===== src/rtl/orion_types.sv =====
// Shared Orion pipeline types: register-file sizing, memory-stage operation
// encodings and the execute->memory and memory->writeback bundles.
package orion_types;

  localparam int XLEN        = 32;
  localparam int RF_IDX_BITS = 5;

  typedef enum logic [1:0] {
    MEM_NONE  = 2'd0,
    MEM_LOAD  = 2'd1,
    MEM_STORE = 2'd2
  } mem_op_e;

  typedef enum logic [1:0] {
    MEM_B = 2'd0,
    MEM_H = 2'd1,
    MEM_W = 2'd2
  } mem_size_e;

  typedef enum logic [1:0] {
    ST_IDLE = 2'd0,
    ST_REQ  = 2'd1,
    ST_RSP  = 2'd2
  } mem_state_e;

  typedef struct packed {
    logic                   valid;
    logic [XLEN-1:0]        alu_result;
    logic [XLEN-1:0]        rs2_v;
    logic [RF_IDX_BITS-1:0] rd_s;
    logic                   rd_we;
    mem_op_e                mem_op;
    mem_size_e              mem_size;
    logic                   mem_unsigned;
    logic [XLEN-1:0]        debug;
  } ex_mem_t;

  typedef struct packed {
    logic                   valid;
    logic [RF_IDX_BITS-1:0] rd_s;
    logic                   rd_we;
    logic [XLEN-1:0]        rd_v;
    logic [XLEN-1:0]        debug;
  } mem_wb_t;

endpackage


===== src/rtl/memory_align.sv =====
// Combinational lane handling for the memory stage: store byte enables and
// replicated write data, load byte/half extraction with extension, misalign check.
module mem_align
  import orion_types::*;
(
  input  logic [1:0]      offset_i,
  input  mem_size_e       size_i,
  input  logic            unsigned_i,
  input  logic [XLEN-1:0] rs2_i,
  input  logic [XLEN-1:0] rdata_i,
  output logic [3:0]      be_o,
  output logic [XLEN-1:0] wdata_o,
  output logic [XLEN-1:0] load_o,
  output logic            misaligned_o
);

  logic [XLEN-1:0] shifted;

  always_comb begin
    be_o         = 4'b0000;
    wdata_o      = '0;
    load_o       = '0;
    misaligned_o = 1'b0;
    // Move the addressed lane down to bit 0 so byte and half share one path.
    shifted      = rdata_i >> {offset_i, 3'b000};
    case (size_i)
      MEM_B: begin
        be_o    = 4'b0001 << offset_i;
        wdata_o = {4{rs2_i[7:0]}};
        load_o  = unsigned_i ? {24'h0, shifted[7:0]}
                             : {{24{shifted[7]}}, shifted[7:0]};
      end
      MEM_H: begin
        be_o         = 4'b0011 << offset_i;
        wdata_o      = {2{rs2_i[15:0]}};
        load_o       = unsigned_i ? {16'h0, shifted[15:0]}
                                  : {{16{shifted[15]}}, shifted[15:0]};
        misaligned_o = offset_i[0];
      end
      MEM_W: begin
        be_o         = 4'b1111;
        wdata_o      = rs2_i;
        load_o       = rdata_i;
        misaligned_o = |offset_i;
      end
      default: ;
    endcase
  end

endmodule


===== src/rtl/memory.sv =====
// Orion memory-access stage: single-outstanding load/store FSM over a
// valid/ready data port, retiring one registered mem_wb pulse per instruction.
module memory
  import orion_types::*;
(
  input  logic            clk_i,
  input  logic            rst_i,
  input  ex_mem_t         ex_mem_i,
  output logic            ex_mem_ready_o,
  output logic            dmem_req_valid_o,
  input  logic            dmem_req_ready_i,
  output logic [XLEN-1:0] dmem_req_addr_o,
  output logic            dmem_req_we_o,
  output logic [3:0]      dmem_req_be_o,
  output logic [XLEN-1:0] dmem_req_wdata_o,
  input  logic            dmem_rsp_valid_i,
  input  logic [XLEN-1:0] dmem_rsp_rdata_i,
  output mem_wb_t         mem_wb_o,
  output logic            misaligned_o
);

  mem_state_e      state_q, state_d;
  mem_wb_t         wb_q, wb_d;
  logic            mis_q, mis_d;
  ex_mem_t         cap_q;
  logic            cap_en;
  logic            idle;
  logic [1:0]      al_offset;
  mem_size_e       al_size;
  logic [XLEN-1:0] load_v;
  logic            al_mis;

  assign idle = (state_q == ST_IDLE);

  // In IDLE the aligner judges the incoming op; afterwards it formats the captured one.
  assign al_offset = idle ? ex_mem_i.alu_result[1:0] : cap_q.alu_result[1:0];
  assign al_size   = idle ? ex_mem_i.mem_size : cap_q.mem_size;

  mem_align u_align (
    .offset_i     (al_offset),
    .size_i       (al_size),
    .unsigned_i   (cap_q.mem_unsigned),
    .rs2_i        (cap_q.rs2_v),
    .rdata_i      (dmem_rsp_rdata_i),
    .be_o         (dmem_req_be_o),
    .wdata_o      (dmem_req_wdata_o),
    .load_o       (load_v),
    .misaligned_o (al_mis)
  );

  assign ex_mem_ready_o   = idle;
  assign dmem_req_valid_o = (state_q == ST_REQ) & cap_q.valid;
  assign dmem_req_addr_o  = cap_q.alu_result;
  assign dmem_req_we_o    = (cap_q.mem_op == MEM_STORE);
  assign mem_wb_o         = wb_q;
  assign misaligned_o     = mis_q;

  always_comb begin
    state_d = state_q;
    wb_d    = '0;
    mis_d   = 1'b0;
    cap_en  = 1'b0;
    case (state_q)
      ST_IDLE: begin
        if (ex_mem_i.valid) begin
          wb_d.rd_s  = ex_mem_i.rd_s;
          wb_d.rd_v  = ex_mem_i.alu_result;
          wb_d.debug = ex_mem_i.debug;
          if (ex_mem_i.mem_op == MEM_NONE) begin
            wb_d.valid = 1'b1;
            wb_d.rd_we = ex_mem_i.rd_we;
          end else if (al_mis) begin
            wb_d.valid = 1'b1;
            mis_d      = 1'b1;
          end else begin
            cap_en  = 1'b1;
            state_d = ST_REQ;
          end
        end
      end
      ST_REQ: begin
        if (dmem_req_ready_i) begin
          if (cap_q.mem_op == MEM_STORE) begin
            wb_d.valid = 1'b1;
            wb_d.rd_s  = cap_q.rd_s;
            wb_d.debug = cap_q.debug;
            state_d    = ST_IDLE;
          end else begin
            state_d = ST_RSP;
          end
        end
      end
      ST_RSP: begin
        if (dmem_rsp_valid_i) begin
          wb_d.valid = 1'b1;
          wb_d.rd_s  = cap_q.rd_s;
          wb_d.rd_we = cap_q.rd_we;
          wb_d.rd_v  = load_v;
          wb_d.debug = cap_q.debug;
          state_d    = ST_IDLE;
        end
      end
      default: state_d = ST_IDLE;
    endcase
  end

  always_ff @(posedge clk_i or negedge rst_i) begin
    if (!rst_i) begin
      state_q <= ST_IDLE;
      wb_q    <= '0;
      mis_q   <= 1'b0;
    end else begin
      state_q <= state_d;
      wb_q    <= wb_d;
      mis_q   <= mis_d;
    end
  end

  // Capture register carries data only; its contents matter only outside IDLE.
  always_ff @(posedge clk_i) begin
    if (cap_en) cap_q <= ex_mem_i;
  end

endmodule


===== config.mk =====
export PLATFORM = sky130hd
export DESIGN_NAME = memory
export DESIGN_NICKNAME = d
export VERILOG_FILES = /design/src/rtl/orion_types.sv /design/src/rtl/memory_align.sv /design/src/rtl/memory.sv
export SDC_FILE = /design/constraint.sdc
export NUM_CORES = 1
export LEC_CHECK = 0
export BUFFER_PORTS_ARGS = -buffer_cell sky130_fd_sc_hd__buf_4
export CAP_MARGIN = 20
export CORE_ASPECT_RATIO = 0.9
export CORE_MARGIN = 1
export CORE_UTILIZATION = 49
export CTS_CLUSTER_SIZE = 8
export DETAILED_ROUTE_END_ITERATION = 16
export HOLD_SLACK_MARGIN = 0.06
export PLACE_DENSITY = 0.8
export SLEW_MARGIN = 10
export SYNTH_ARGS = -nofsm -noshare
export SYNTH_HDL_FRONTEND = slang
export SYNTH_SLANG_ARGS = --single-unit
export TNS_END_PERCENT = 1

===== constraint.sdc =====
create_clock -name clk_i -period 10.6 [get_ports clk_i]
set_input_delay 2.12 -clock clk_i [delete_from_list [all_inputs] [get_ports clk_i]]
set_output_delay 2.12 -clock clk_i [all_outputs]
set_load 0.01 [all_outputs]

==> results_dict.tcl <==
set metrics [dict create \
    min_period_ns 6.63 \
    fin_area_sq_mm 0.0101 \
    worstHoldPathCells 1 \
    reg2regPathDepth 8 \
    initial_core_util 0.505 \
    path_class "input port to output port" \
    routed_via_density 5.49 \
    chipHeight_um 119 \
    io_buffers 286 \
    final_nets 924 \
    avgSynthCellArea_sq_um 14.1 \
    async_reset_ff_frac 0.407 \
    slew_headroom 0.330 \
    tightest_slew_ns 1.00 \
    grt_setup_unrepaired "false" \
    numClockSinks 182 \
    synth_top_family_by_area "compound AO/OA/AOI/OAI gates" \
    drv_slew 0 \
    switchingPower_mw 0.903 \
    swShare 0.348 \
    fin_crit_sh 0.626 \
    timing.rr.start "state_q[1]$_DFFE_PN0P_" \
    root_buffer "clkbuf_16" \
    holdCritPathClass "flop to flop" \
    setup_tns_ns 0 \
    synth-seq-cells 182 \
    critPathRequiredTime_ns 8.48 \
    seqPwrFrac 0.388 \
    core.rowCount 42 \
    layout.area.seq_sq_mm 0.00509 \
    place_area_sq_mm 0.00954 \
    routabilityCongestion 0.879 \
    synth_edf_count 108 \
    grt_pass1_vias 5424 \
    synth_nets 675 \
    setup_viol 0 \
    min_to "mem_wb_o[69]$_DFF_PN0_" \
    dp_slack_ns 4.05 \
    whs_ns 0.467 \
    ys_warn_count 0 \
    htree_num_levels 4 \
    hp-start "cap_q[42]$_DFFE_PP_" \
    crit_path_end_kind "output port" \
    cts_setup_buffers 0 \
    max_freq_ghz 0.151 \
    cts_buffers 17 \
    synth_top_area_frac 0.435 \
    skew_ns 0.0121 \
    crit_path_top_delay_cell "ha_1" \
    p_int_mw 1.69 \
    setup_slack_ns 3.97 \
    final_antenna_net_count 0 \
    synthSimpleGateAreaFrac 0.0829 \
    vias 5418 \
    boundaryPins 287 \
    cts_buffer_depth 2 \
    grt_pass1_wl_mm 29.8 \
    multi_input_area_sq_mm 0.00198 \
    die_area_sq_mm 0.0157 \
    worstPathMaxFanout 24 \
    cp_data_arrival_time_ns 4.51 \
    r2r_end "cap_q[0]$_DFFE_PP_" \
    grt_usage 0.252 \
    power_frac_comb 0.376 \
    p_clk_frac 0.236 \
    wl_mm 19.6 \
    outcome "finished clean" \
    powerDensity_mw_per_mm2 256 \
    core-area_sq_mm 0.0148 \
    dp_hpwl_mm 14.2 \
    ys_top_cells_by_area "edfxtp_1 44%, dfrtp_1 25%, a22o_1 5.3%" \
    clk_pin_slew_worst_paths_ns 0.07 \
    areaGrowthSynthToFinish_pct 35.8 \
    syn-instance-count 527 \
    cap_viol_max_count 0 \
    start_kind "input port" \
    yosysUniqueCellTypes 49 \
    nFillCells 1063 \
    synth_compound_area_frac 0.149 \
    muxShareOfSynthArea 0.0252 \
    power.total_mw 2.59 \
    cts_tree "done" \
    synth_seq_area_share 0.684 \
    rrSetupSlack_ns 7.01 \
    die_w_um 132 \
    yosysTopAreaCell "edfxtp_1" \
    drt_iter0_drc 438 \
    syn_area_sq_mm 0.00745 \
    antenna_found_initial 0 \
    path_cells "buf_4, mux2i_1, ha_1, nor2_1, nor2_1, a22o_1, buf_4" \
    drc 0 \
    drive_above_1_share 0.435 \
    cts_resized 0 \
    wire_per_inst_um 19.9 \
    critPathMaxStageDelay_ns 0.77 \
    holdBufCountCts 0 \
    finalHoldViolCount 0 \
    grt_max_degree 75 \
    worst_skew_pair.late_latency_ns 0.43 \
    p_leak_nw 4.49 \
    antenna_cells 0 \
    synthAdderAreaFrac 0.00671 \
    synthXorXnorAreaFrac 0 \
    grt_overflow 0 \
    vdd_drop_max_uv 195 \
    ys.flop_type "edfxtp_1" \
    dr.pass1.iters 5 \
]
==> power groups by stage <==
| stage | clock, mW | combinational, mW | sequential, mW |
|---|---|---|---|
| global route | 0.649 | 1.04 | 1.02 |
| floorplan | 0 | 0.512 | 1.06 |
| global placement | 0 | 0.941 | 1.01 |
| detailed placement | 0 | 0.971 | 1.02 |
| CTS | 0.623 | 0.975 | 1.01 |
| finish | 0.611 | 0.974 | 1.01 |
==> final cells by class <==
type | instances | share of cell area
clock buffer | 17 | 0.0420
inverter | 7 | 0.00260
sequential | 182 | 0.503
tap | 198 | 0.0245
timing repair buffer | 291 | 0.217
multi-input combinational | 277 | 0.196
clock inverter | 15 | 0.0152
==> flip-flops by register name, summed over array words and instances (netlist names) <==
register	cells
state_q	2
dmem_req_addr_o	32
mem_wb_o	71
misaligned_o	1
cap_q	76
==> per-layer routing <==
| layer | vias to the layer above | GRT usage | part of all wire |
|---|---|---|---|
| li1 | 2450 | - | - |
| met1 | 2672 | 0.306 | 0.39 |
| met2 | 266 | 0.435 | 0.51 |
| met3 | 30 | 0.0639 | 0.074 |
| met4 | 0 | 0.0894 | 0.024 |
| met5 | - | 0 | 0 |
==> synthesized netlist by cell type (2+ instances only) <==
cell type,instances
nand2b_4,10
nand2_1,52
buf_1,2
mux2i_1,15
o22ai_1,7
nor3_1,3
a21oi_1,24
buf_6,2
nor2_1,9
a32oi_1,17
buf_2,3
o211ai_1,8
nor3b_1,2
nand2_2,2
or3b_1,2
buf_4,32
a22oi_1,15
inv_1,7
o21ai_0,9
o2bb2ai_1,7
nand3_1,3
dfrtp_1,74
o31ai_1,2
and2_1,13
edfxtp_1,108
clkbuf_1,22
nand2b_1,6
nor2b_1,3
a22o_1,45
ha_1,4
==> worst max-delay path: cells and delay by family <==
| family | cells | cell delay [ns] |
|---|---|---|
| and+or+nand+nor | 2 | 0.79 |
| buffers and inverters | 2 | 0.25 |
| muxes | 1 | 0.31 |
| AOI/OAI and AO/OA | 1 | 0.26 |
| adders and majority gates | 1 | 0.77 |
==> through the flow <==
stage / util / cells
after floorplan: - / 527
after global placement: 0.645 / 953
after global routing: 0.685 / 987
final: 0.685 / 987
after detailed placement: 0.646 / 955
after CTS: 0.685 / 987
==> cell usage in the layout, fill, tap and decap left out, types with 10 or more instances in the layout <==
master     instances
nand2_1           52
a22o_1            45
a22oi_1           15
edfxtp_1         108
dfrtp_1           74
clkbuf_16         17
a32oi_1           17
mux2i_1           15
nand2b_4          10
buf_4            290
and2_1            12
a21oi_1           24
==> logic make-up after synthesis <==
kind of cell    count (synthesis)
flops                         182
compound gates                144
simple gates                  111
buf+inv                        68
mux                            18
fa+ha+maj                       4
==> worst max-delay path by stage <==
stage | start | endpoint | slack, ns | cells after the start
floorplan | ex_mem_i[34] | cap_q[0]$_DFFE_PP_ | 2.86 | 7
global placement | ex_mem_i[34] | dmem_req_wdata_o[22] | 4.29 | 7
detailed placement | ex_mem_i[34] | dmem_req_wdata_o[23] | 4.05 | 7
CTS | ex_mem_i[34] | dmem_req_wdata_o[23] | 4.04 | 7
global route | ex_mem_i[34] | dmem_req_wdata_o[23] | 3.73 | 7
finish | ex_mem_i[34] | dmem_req_wdata_o[23] | 3.97 | 7
No activity file was read; power rests on OpenSTA's default activity.
